===== src/rtl/serial_wb_pkg.sv =====
// Shared definitions for the serial Wishbone bridge (initiator and remote master).
package serial_wb_pkg;

  // Bit positions inside the op byte of a command frame
  localparam int unsigned OP_WE_BIT      = 0;
  localparam int unsigned OP_AUTOINC_BIT = 1;

  // Width of the per-state byte counter
  localparam int unsigned CNT_W = 8;

  typedef enum logic [2:0] {
    StIdle,
    StSendOp,
    StSendAddr,
    StSendCount,
    StSendData,
    StRecvData,
    StAck
  } state_e;

  // Number of bytes used to carry an address of the given width
  function automatic int unsigned addr_bytes(input int unsigned addr_bits);
    return (addr_bits + 7) / 8;
  endfunction

endpackage


===== src/rtl/wb_serial_initiator.sv =====
// Wishbone (pipelined) slave that serialises each access into a single-beat command frame on
// an 8-bit stream and collects read data from the response stream. One transaction in flight.
module wb_serial_initiator
  import serial_wb_pkg::*;
#(
  parameter int unsigned BYTES     = 1,
  parameter int unsigned ADDR_BITS = 8,
  parameter int unsigned SEL_WIDTH = 1
) (
  input  logic                 clk,
  input  logic                 sresetn,
  input  logic [ADDR_BITS-1:0] s_wb_addr,
  input  logic [BYTES*8-1:0]   s_wb_dat_m2s,
  output logic [BYTES*8-1:0]   s_wb_dat_s2m,
  input  logic                 s_wb_we,
  input  logic [SEL_WIDTH-1:0] s_wb_sel,
  input  logic                 s_wb_stb,
  input  logic                 s_wb_cyc,
  output logic                 s_wb_ack,
  output logic                 s_wb_stall,
  input  logic                 axis_o_tready,
  output logic                 axis_o_tvalid,
  output logic                 axis_o_tlast,
  output logic [7:0]           axis_o_tdata,
  output logic                 axis_i_tready,
  input  logic                 axis_i_tvalid,
  input  logic                 axis_i_tlast,
  input  logic [7:0]           axis_i_tdata
);

  localparam int unsigned ADDRESS_BYTES = addr_bytes(ADDR_BITS);
  localparam int unsigned AW            = ADDRESS_BYTES * 8;
  localparam int unsigned DW            = BYTES * 8;
  localparam logic [CNT_W-1:0] ADDR_LAST = CNT_W'(ADDRESS_BYTES - 1);
  localparam logic [CNT_W-1:0] DATA_LAST = CNT_W'(BYTES - 1);
  localparam logic [CNT_W-1:0] CNT_ONE   = CNT_W'(1);

  state_e           state_q, state_d;
  logic [CNT_W-1:0] cnt_q, cnt_d;
  logic [AW-1:0]    addr_q, addr_d;
  logic [DW-1:0]    data_q, data_d, data_shl;
  logic [DW-1:0]    rdata_q, rdata_d;
  logic             we_q, we_d;
  logic             abort_q, abort_d;

  // Byte enables are not supported and tlast on responses carries no extra information
  logic unused_inputs;
  assign unused_inputs = ^{s_wb_sel, axis_i_tlast};

  assign s_wb_stall   = (state_q != StIdle);
  assign s_wb_dat_s2m = rdata_q;

  // Next-state, datapath updates and stream/bus outputs
  always_comb begin
    state_d       = state_q;
    cnt_d         = cnt_q;
    addr_d        = addr_q;
    data_d        = data_q;
    rdata_d       = rdata_q;
    we_d          = we_q;
    abort_d       = abort_q;
    axis_o_tvalid = 1'b0;
    axis_o_tlast  = 1'b0;
    axis_o_tdata  = '0;
    axis_i_tready = 1'b0;
    s_wb_ack      = 1'b0;
    data_shl      = data_q << 8;

    // Master gave up: finish the frame to keep the link aligned, but never ack
    if (state_q != StIdle && !s_wb_cyc) begin
      abort_d = 1'b1;
    end

    unique case (state_q)
      StIdle: begin
        if (s_wb_cyc && s_wb_stb) begin
          addr_d                = '0;
          addr_d[ADDR_BITS-1:0] = s_wb_addr;
          data_d                = s_wb_dat_m2s;
          we_d                  = s_wb_we;
          abort_d               = 1'b0;
          cnt_d                 = '0;
          state_d               = StSendOp;
        end
      end
      StSendOp: begin
        axis_o_tvalid                 = 1'b1;
        axis_o_tdata[OP_WE_BIT]       = we_q;
        axis_o_tdata[OP_AUTOINC_BIT]  = 1'b0;
        if (axis_o_tready) begin
          state_d = StSendAddr;
        end
      end
      StSendAddr: begin
        axis_o_tvalid = 1'b1;
        axis_o_tdata  = addr_q[AW-1 -: 8];
        if (axis_o_tready) begin
          addr_d = addr_q << 8;
          if (cnt_q == ADDR_LAST) begin
            cnt_d   = '0;
            state_d = StSendCount;
          end else begin
            cnt_d = cnt_q + CNT_ONE;
          end
        end
      end
      StSendCount: begin
        axis_o_tvalid = 1'b1;
        axis_o_tdata  = 8'h01;
        axis_o_tlast  = !we_q;
        if (axis_o_tready) begin
          state_d = we_q ? StSendData : StRecvData;
        end
      end
      StSendData: begin
        axis_o_tvalid = 1'b1;
        axis_o_tdata  = data_q[DW-1 -: 8];
        axis_o_tlast  = (cnt_q == DATA_LAST);
        if (axis_o_tready) begin
          data_d = data_shl;
          if (cnt_q == DATA_LAST) begin
            cnt_d   = '0;
            state_d = StAck;
          end else begin
            cnt_d = cnt_q + CNT_ONE;
          end
        end
      end
      StRecvData: begin
        axis_i_tready = 1'b1;
        if (axis_i_tvalid) begin
          data_d       = data_shl;
          data_d[7:0]  = axis_i_tdata;
          if (cnt_q == DATA_LAST) begin
            cnt_d   = '0;
            state_d = StAck;
            // Publish the word so it is already valid in the ack cycle
            if (!abort_d) begin
              rdata_d = data_d;
            end
          end else begin
            cnt_d = cnt_q + CNT_ONE;
          end
        end
      end
      StAck: begin
        s_wb_ack = !abort_q && s_wb_cyc;
        state_d  = StIdle;
      end
      default: begin
        state_d = StIdle;
      end
    endcase
  end

  // State and datapath registers, synchronous active-low reset
  always_ff @(posedge clk) begin
    if (!sresetn) begin
      state_q <= StIdle;
      cnt_q   <= '0;
      addr_q  <= '0;
      data_q  <= '0;
      rdata_q <= '0;
      we_q    <= 1'b0;
      abort_q <= 1'b0;
    end else begin
      state_q <= state_d;
      cnt_q   <= cnt_d;
      addr_q  <= addr_d;
      data_q  <= data_d;
      rdata_q <= rdata_d;
      we_q    <= we_d;
      abort_q <= abort_d;
    end
  end

endmodule

===== config.mk =====
export PLATFORM = sky130hd
export DESIGN_NAME = wb_serial_initiator
export DESIGN_NICKNAME = d
export VERILOG_FILES = /design/src/rtl/serial_wb_pkg.sv /design/src/rtl/wb_serial_initiator.sv
export SDC_FILE = /design/constraint.sdc
export NUM_CORES = 1
export LEC_CHECK = 0
export ABC_AREA = 1
export CAP_MARGIN = 20
export CORE_ASPECT_RATIO = 0.75
export CORE_MARGIN = 4
export CORE_UTILIZATION = 48
export DETAILED_ROUTE_END_ITERATION = 7
export PLACE_DENSITY = 0.89
export SETUP_SLACK_MARGIN = 0.2
export SLEW_MARGIN = 20
export SYNTH_ARGS = -nofsm -noshare
export SYNTH_HDL_FRONTEND = slang
export SYNTH_SLANG_ARGS = --single-unit

===== constraint.sdc =====
create_clock -name clk -period 1.9 [get_ports clk]
set_clock_uncertainty 0.1 [all_clocks]
set_input_delay 0.285 -clock clk [delete_from_list [all_inputs] [get_ports clk]]
set_output_delay 0.285 -clock clk [all_outputs]
set_load 0.02 [all_outputs]

Word level (Yosys, flattened, before mapping). Cells that the tools add are included.

Bits in registers: 37. Output and inout port bits: 21. Logic and storage cells: 73.

$add $sub $neg: 1. Eq/ne operators: 14. Multiplexer cells: 30. Bitwise operators: 1. Reduce and logical (&&, ||, !) cells: 20.

Operators with widths (number): two-way mux 8 bit (8); one-hot mux 8 bit (3 select lines) (2); two-way mux 3 bit (8); one-hot mux 3 bit (6 select lines) (1); one-hot mux 8 bit (2 select lines) (1); != test 2 bit, second input constant (7); one-hot mux 6 bit (2 select lines) (1); AND reduction 4 bit (3); equality test 3 bit, second input constant (3); nonzero test 3 bit (3); adder 8 x 1 -> 8 bit, second input constant (1); logical NOT 8 bit (1); one-hot mux 2 bit (4 select lines) (1); two-way mux 1 bit (7); AND reduction 7 bit (1); equality test 3 x 2 -> 1 bit, second input constant (2); OR reduction 4 bit (1); equality test 3 x 1 -> 1 bit, second input constant (1); logical AND 1 bit (3); logical NOT 1 bit (3); logical NOT 3 bit (1); AND reduction 3 bit (1); != test 2 x 1 -> 1 bit, second input constant (1); one-hot mux 1 bit (2 select lines) (1); 4 further kinds (4).

Logic depth before layout (Yosys ltp).
Depth after elaboration: 5. Depth in mapped cells: 11. Mapped depth without buffers: 10.

Least setup slack after synthesis. OpenSTA, ideal clock, no wires.

Path kind: register to output. Start: reg cnt_q[0]. End: out axis_o_tlast. Arrival time: 1.311 ns. Required time: 1.515 ns. Path slack: 0.204 ns. Cell stages (with the launch flop): 7. Path through: dfxtp_1 > inv_1 > ha_1 > nand2_1 > nor2_1 > nand2_1 > o21ai_0.

Longest elaborated chain between the ends: 2.

RTL lines: start: declaration (line wb_serial_initiator.sv:39) `logic [CNT_W-1:0] cnt_q, cnt_d;`; start signal: assignment (line wb_serial_initiator.sv:168) `cnt_q <= cnt_d;`; logical NOT 8 bit (line wb_serial_initiator.sv:118) `axis_o_tlast = (cnt_q == DATA_LAST);`; one-hot mux 1 bit (2 select lines) (line wb_serial_initiator.sv:74) `unique case (state_q)`; end: declaration (line wb_serial_initiator.sv:23) `output logic axis_o_tlast,`.

Every way passes these cells.

Worst setup path after layout.
Start: reg state_q[1]. End: out axis_o_tdata[1].

Longest elaborated chain between the ends: 2. Elaborated cells on any way between the ends: 5.

RTL lines: start: declaration (line wb_serial_initiator.sv:38) `state_e state_q, state_d;`; start signal: assignment (line wb_serial_initiator.sv:159) `state_q <= StIdle;`; start signal: assignment (line wb_serial_initiator.sv:167) `state_q <= state_d;`; equality test 3 bit, or another cell as far along (line wb_serial_initiator.sv:74); one-hot mux 2 bit (4 select lines) * (line wb_serial_initiator.sv:74); end: declaration (line wb_serial_initiator.sv:24) `output logic [7:0] axis_o_tdata,`.

Every way passes the cells marked *; elsewhere a longest branch is shown, timed or not.

==> results by group <==
Status
  • Run status: completed

Global routing
  • Global-route wire length before repair: 10200 µm
  • Global route overflow: 0
  • Gr usage total: 23.1%
  • Initial antenna violation count: 0
  • Vias in the first global route: 2271
  • Largest net degree at the start of global routing: 16

Setup path
  • Max stage delay on crit path: 0.38 ns
  • Crit-path leading delay family: flip-flops
  • CP max FO: 7
  • Crit-path cells: buf_12, nor2_4, a32o_1, buf_4
  • WP data required: ~1.5 ns
  • Type of destination of the critical path: output port
  • Worst EP arrival: roughly 1.4 ns
  • CP Launch Type: flip-flop
  • Critical path buffers and inverters: 2
  • Crit Path Class: flip-flop to output port
  • Critical-path top delay cell: dfxtp_4

Place
  • IO buf count: 51
  • Routability cong.: 0.972
  • DP Cell Count: 415
  • DP HPWL: 4410 µm
  • Placed inst area: 2740 µm²

Power
  • P per Cell Area: 1340 nW/µm²
  • Total chip power: 4.07 mW
  • Maximum vdd drop: roughly 0.00081 V
  • Static leakage: 1.34 nW

Drt
  • Drt pass-1 iters: 5
  • DRT antenna net count: 0
  • DR iter-0 viols: 222
  • Remaining DRCs: 0
  • WL/cell: 15.5 µm
  • WL final: 6680 µm
  • Vias: 2333
  • Number of vias per cell: ~5.4

Synth
  • Post-synthesis sequential area ratio: between 30 and 40%
  • Synth Cell Area: ~2000 µm²
  • Synth area leaders: dfxtp_1 (36%), nand2_1 (14%), nor2_1 (8.8%)
  • Avg Cell Area, Syn: 6.93 µm²
  • Synth Area in Compound Gates: 13.8%
  • Synth Flop Type: dfxtp_1
  • Post-Synth XOR/XNOR Area: less than 1%
  • Simple-gate share of the synthesized area: 39.5%
  • Synth Area in Adders: under 10%
  • Syn Inst Count: 297
  • Net Count, Synth: 332
  • EDFF count, synth: 0
  • FF+latch count, synth: 37
  • Post-synthesis mux area share: 0%
  • FFs w/ async S/R, synth: 0%
  • Yosys top cell by area: dfxtp_1
  • Area fraction of the dominant cell type after synthesis: 36.0%
  • Netlist cell types: 29
  • Yosys Warn Count: 0
  • Largest family of logic cells by synthesized area: simple AND/OR/NAND/NOR gates

Floorplan
  • Die width: 83.6 µm
  • Initial Util: 50.1%
  • Die outline area: about 5400 µm²
  • I/O pin count: 54
  • FP Rows: 20
  • Core area: 4100 µm²
  • Die height: 64.7 µm

Layout
  • Layout net count: slightly above 400
  • Fillers: 304
  • Layout cells sized above 1: between 20 and 30%
  • Design Area, Final: 3040 µm²
  • ANT cells: 0
  • Post-Layout Cell Count: around 430
  • Layout area overhead: 47.6%

Timing
  • Setup tns final: 0 ns
  • Final-report setup violation count: 0
  • Tmin final: ~1.7 ns
  • Final period utilization: just over 90%
  • Hold Slack: around 0.36 ns
  • Worst-margin pin slew: 0.389 ns
  • Max Freq: approximately 570 MHz
  • Slew headroom: between 70 and 80%
  • Final Max Tran Viols: 0
  • Final hold vios: 0
  • RSZ-0062 raised after global routing: yes

Worst hold path
  • Min-Delay Path Class: flip-flop to flip-flop

Run
  • Max-cap violations: 0

CTS
  • Total CTS buffers: 5
  • CTS max path bufs: 2
  • Htree depth: 2
  • CTS tree: built
  • Root Buffer: clkbuf_8
  • Clock transition at path regs: 0.08 ns
  • Clock Latency Late Sink: roughly 0.29 ns
  • Num Clock Sinks: 37
  • # hold bufs at CTS: 0
-- worst min-delay path, delay by kind of cell, from the launching register on --
family,cells,cell delay (ns)
AOI/OAI and AO/OA,1,0.05
DFF,1,0.31
and+or+nand+nor,1,0.06
-- final timing paths --
path	startpoint	to	slack, ns	depth (start not counted)
worst max-delay path	state_q[1]	axis_o_tdata[1]	0.15	4
worst min-delay path	addr_q[6]	addr_q[6]	0.36	2
worst max register to register	state_q[1]	cnt_q[2]	0.17	10
worst min register to register	addr_q[6]	addr_q[6]	0.36	2
-- report_power, final --
part           internal (mW)  total (mW)  switching [mW]
clock network          0.382       0.675           0.293
logic                   1.01        2.34            1.33
registers              0.932        1.06           0.125
-- placed cells by master, fill, tap and decap left out, drive strengths merged, types with 2 or more instances in the layout --
master	netlist	final
a21oi	16	16
a32o	6	6
buf	8	43
clkbuf	3	5
clkdlybuf4s50	0	37
clkinv	1	2
dfxtp	37	37
ha	2	2
inv	24	24
nand2	85	86
nand3	21	21
nor2	55	55
nor3	11	11
o21ai	24	24
-- cell type report --
cell class                 count  area (µm²)  share of cell area, %
timing repair buffer          82         771                   25.4
sequential                    37         754                   24.8
inverter                      25         109                   3.58
clock inverter                 2        35.0                   1.15
multi-input combinational    225        1230                   40.5
clock buffer                   5        68.8                   2.27
tap                           55        68.8                   2.27
-- registers in the layout (all words and copies together), names as in the netlist --
name / flops
s_wb_dat_s2m: 8
data_q: 8
state_q: 3
cnt_q: 8
we_q: 1
abort_q: 1
addr_q: 8
-- synthesized netlist by cell type (4+ instances only) --
cell and count:
nand2_1 76, nor2_1 48, dfxtp_1 37, o21ai_0 21, inv_1 19, nand3_1 16
a21oi_1 14, nor3_1 11, a32o_1 6, buf_6 5, nand2_2 5, inv_2 4
nand2_4 4, nor2_4 4
-- through the flow --
step / utilization (%) / setup slack, ns
5_1_grt: 74.0 / 0.0890
2_1_floorplan: - / 0.204
3_3_place_gp: 66.7 / -0.119
6_report: 74.0 / 0.151
3_5_place_dp: 66.7 / -0.108
4_1_cts: 69.7 / 0.169
-- timing repair --
item / CTS / global route
gates cloned: 0 / 1
pin swaps: 3 / 17
resized for setup: 76 / 46
setup buffers: 2 / 6
setup endpoints to repair: 36 / 47
-- per-layer routing --
| layer | routed length (µm) | vias up | global-route usage, % |
|---|---|---|---|
| met5 | 0 | - | 0 |
| met4 | 133 | 0 | 9.84 |
| met3 | 504 | 20 | 6.61 |
| met2 | 3310 | 129 | 40.0 |
| met1 | 2720 | 1067 | 27.0 |
| li1 | - | 1117 | - |
-- logic make-up (layout without fill, tap and decap cells) --
group,after synthesis,after routing
adder cells (fa/ha/maj),2,2
flip-flops,37,37
AND/OR/NAND/NOR,173,174
AO/OA/AOI/OAI,48,48
XOR/XNOR,1,1
buffers and inverters,36,114
(Power assumes the default switching activity.)
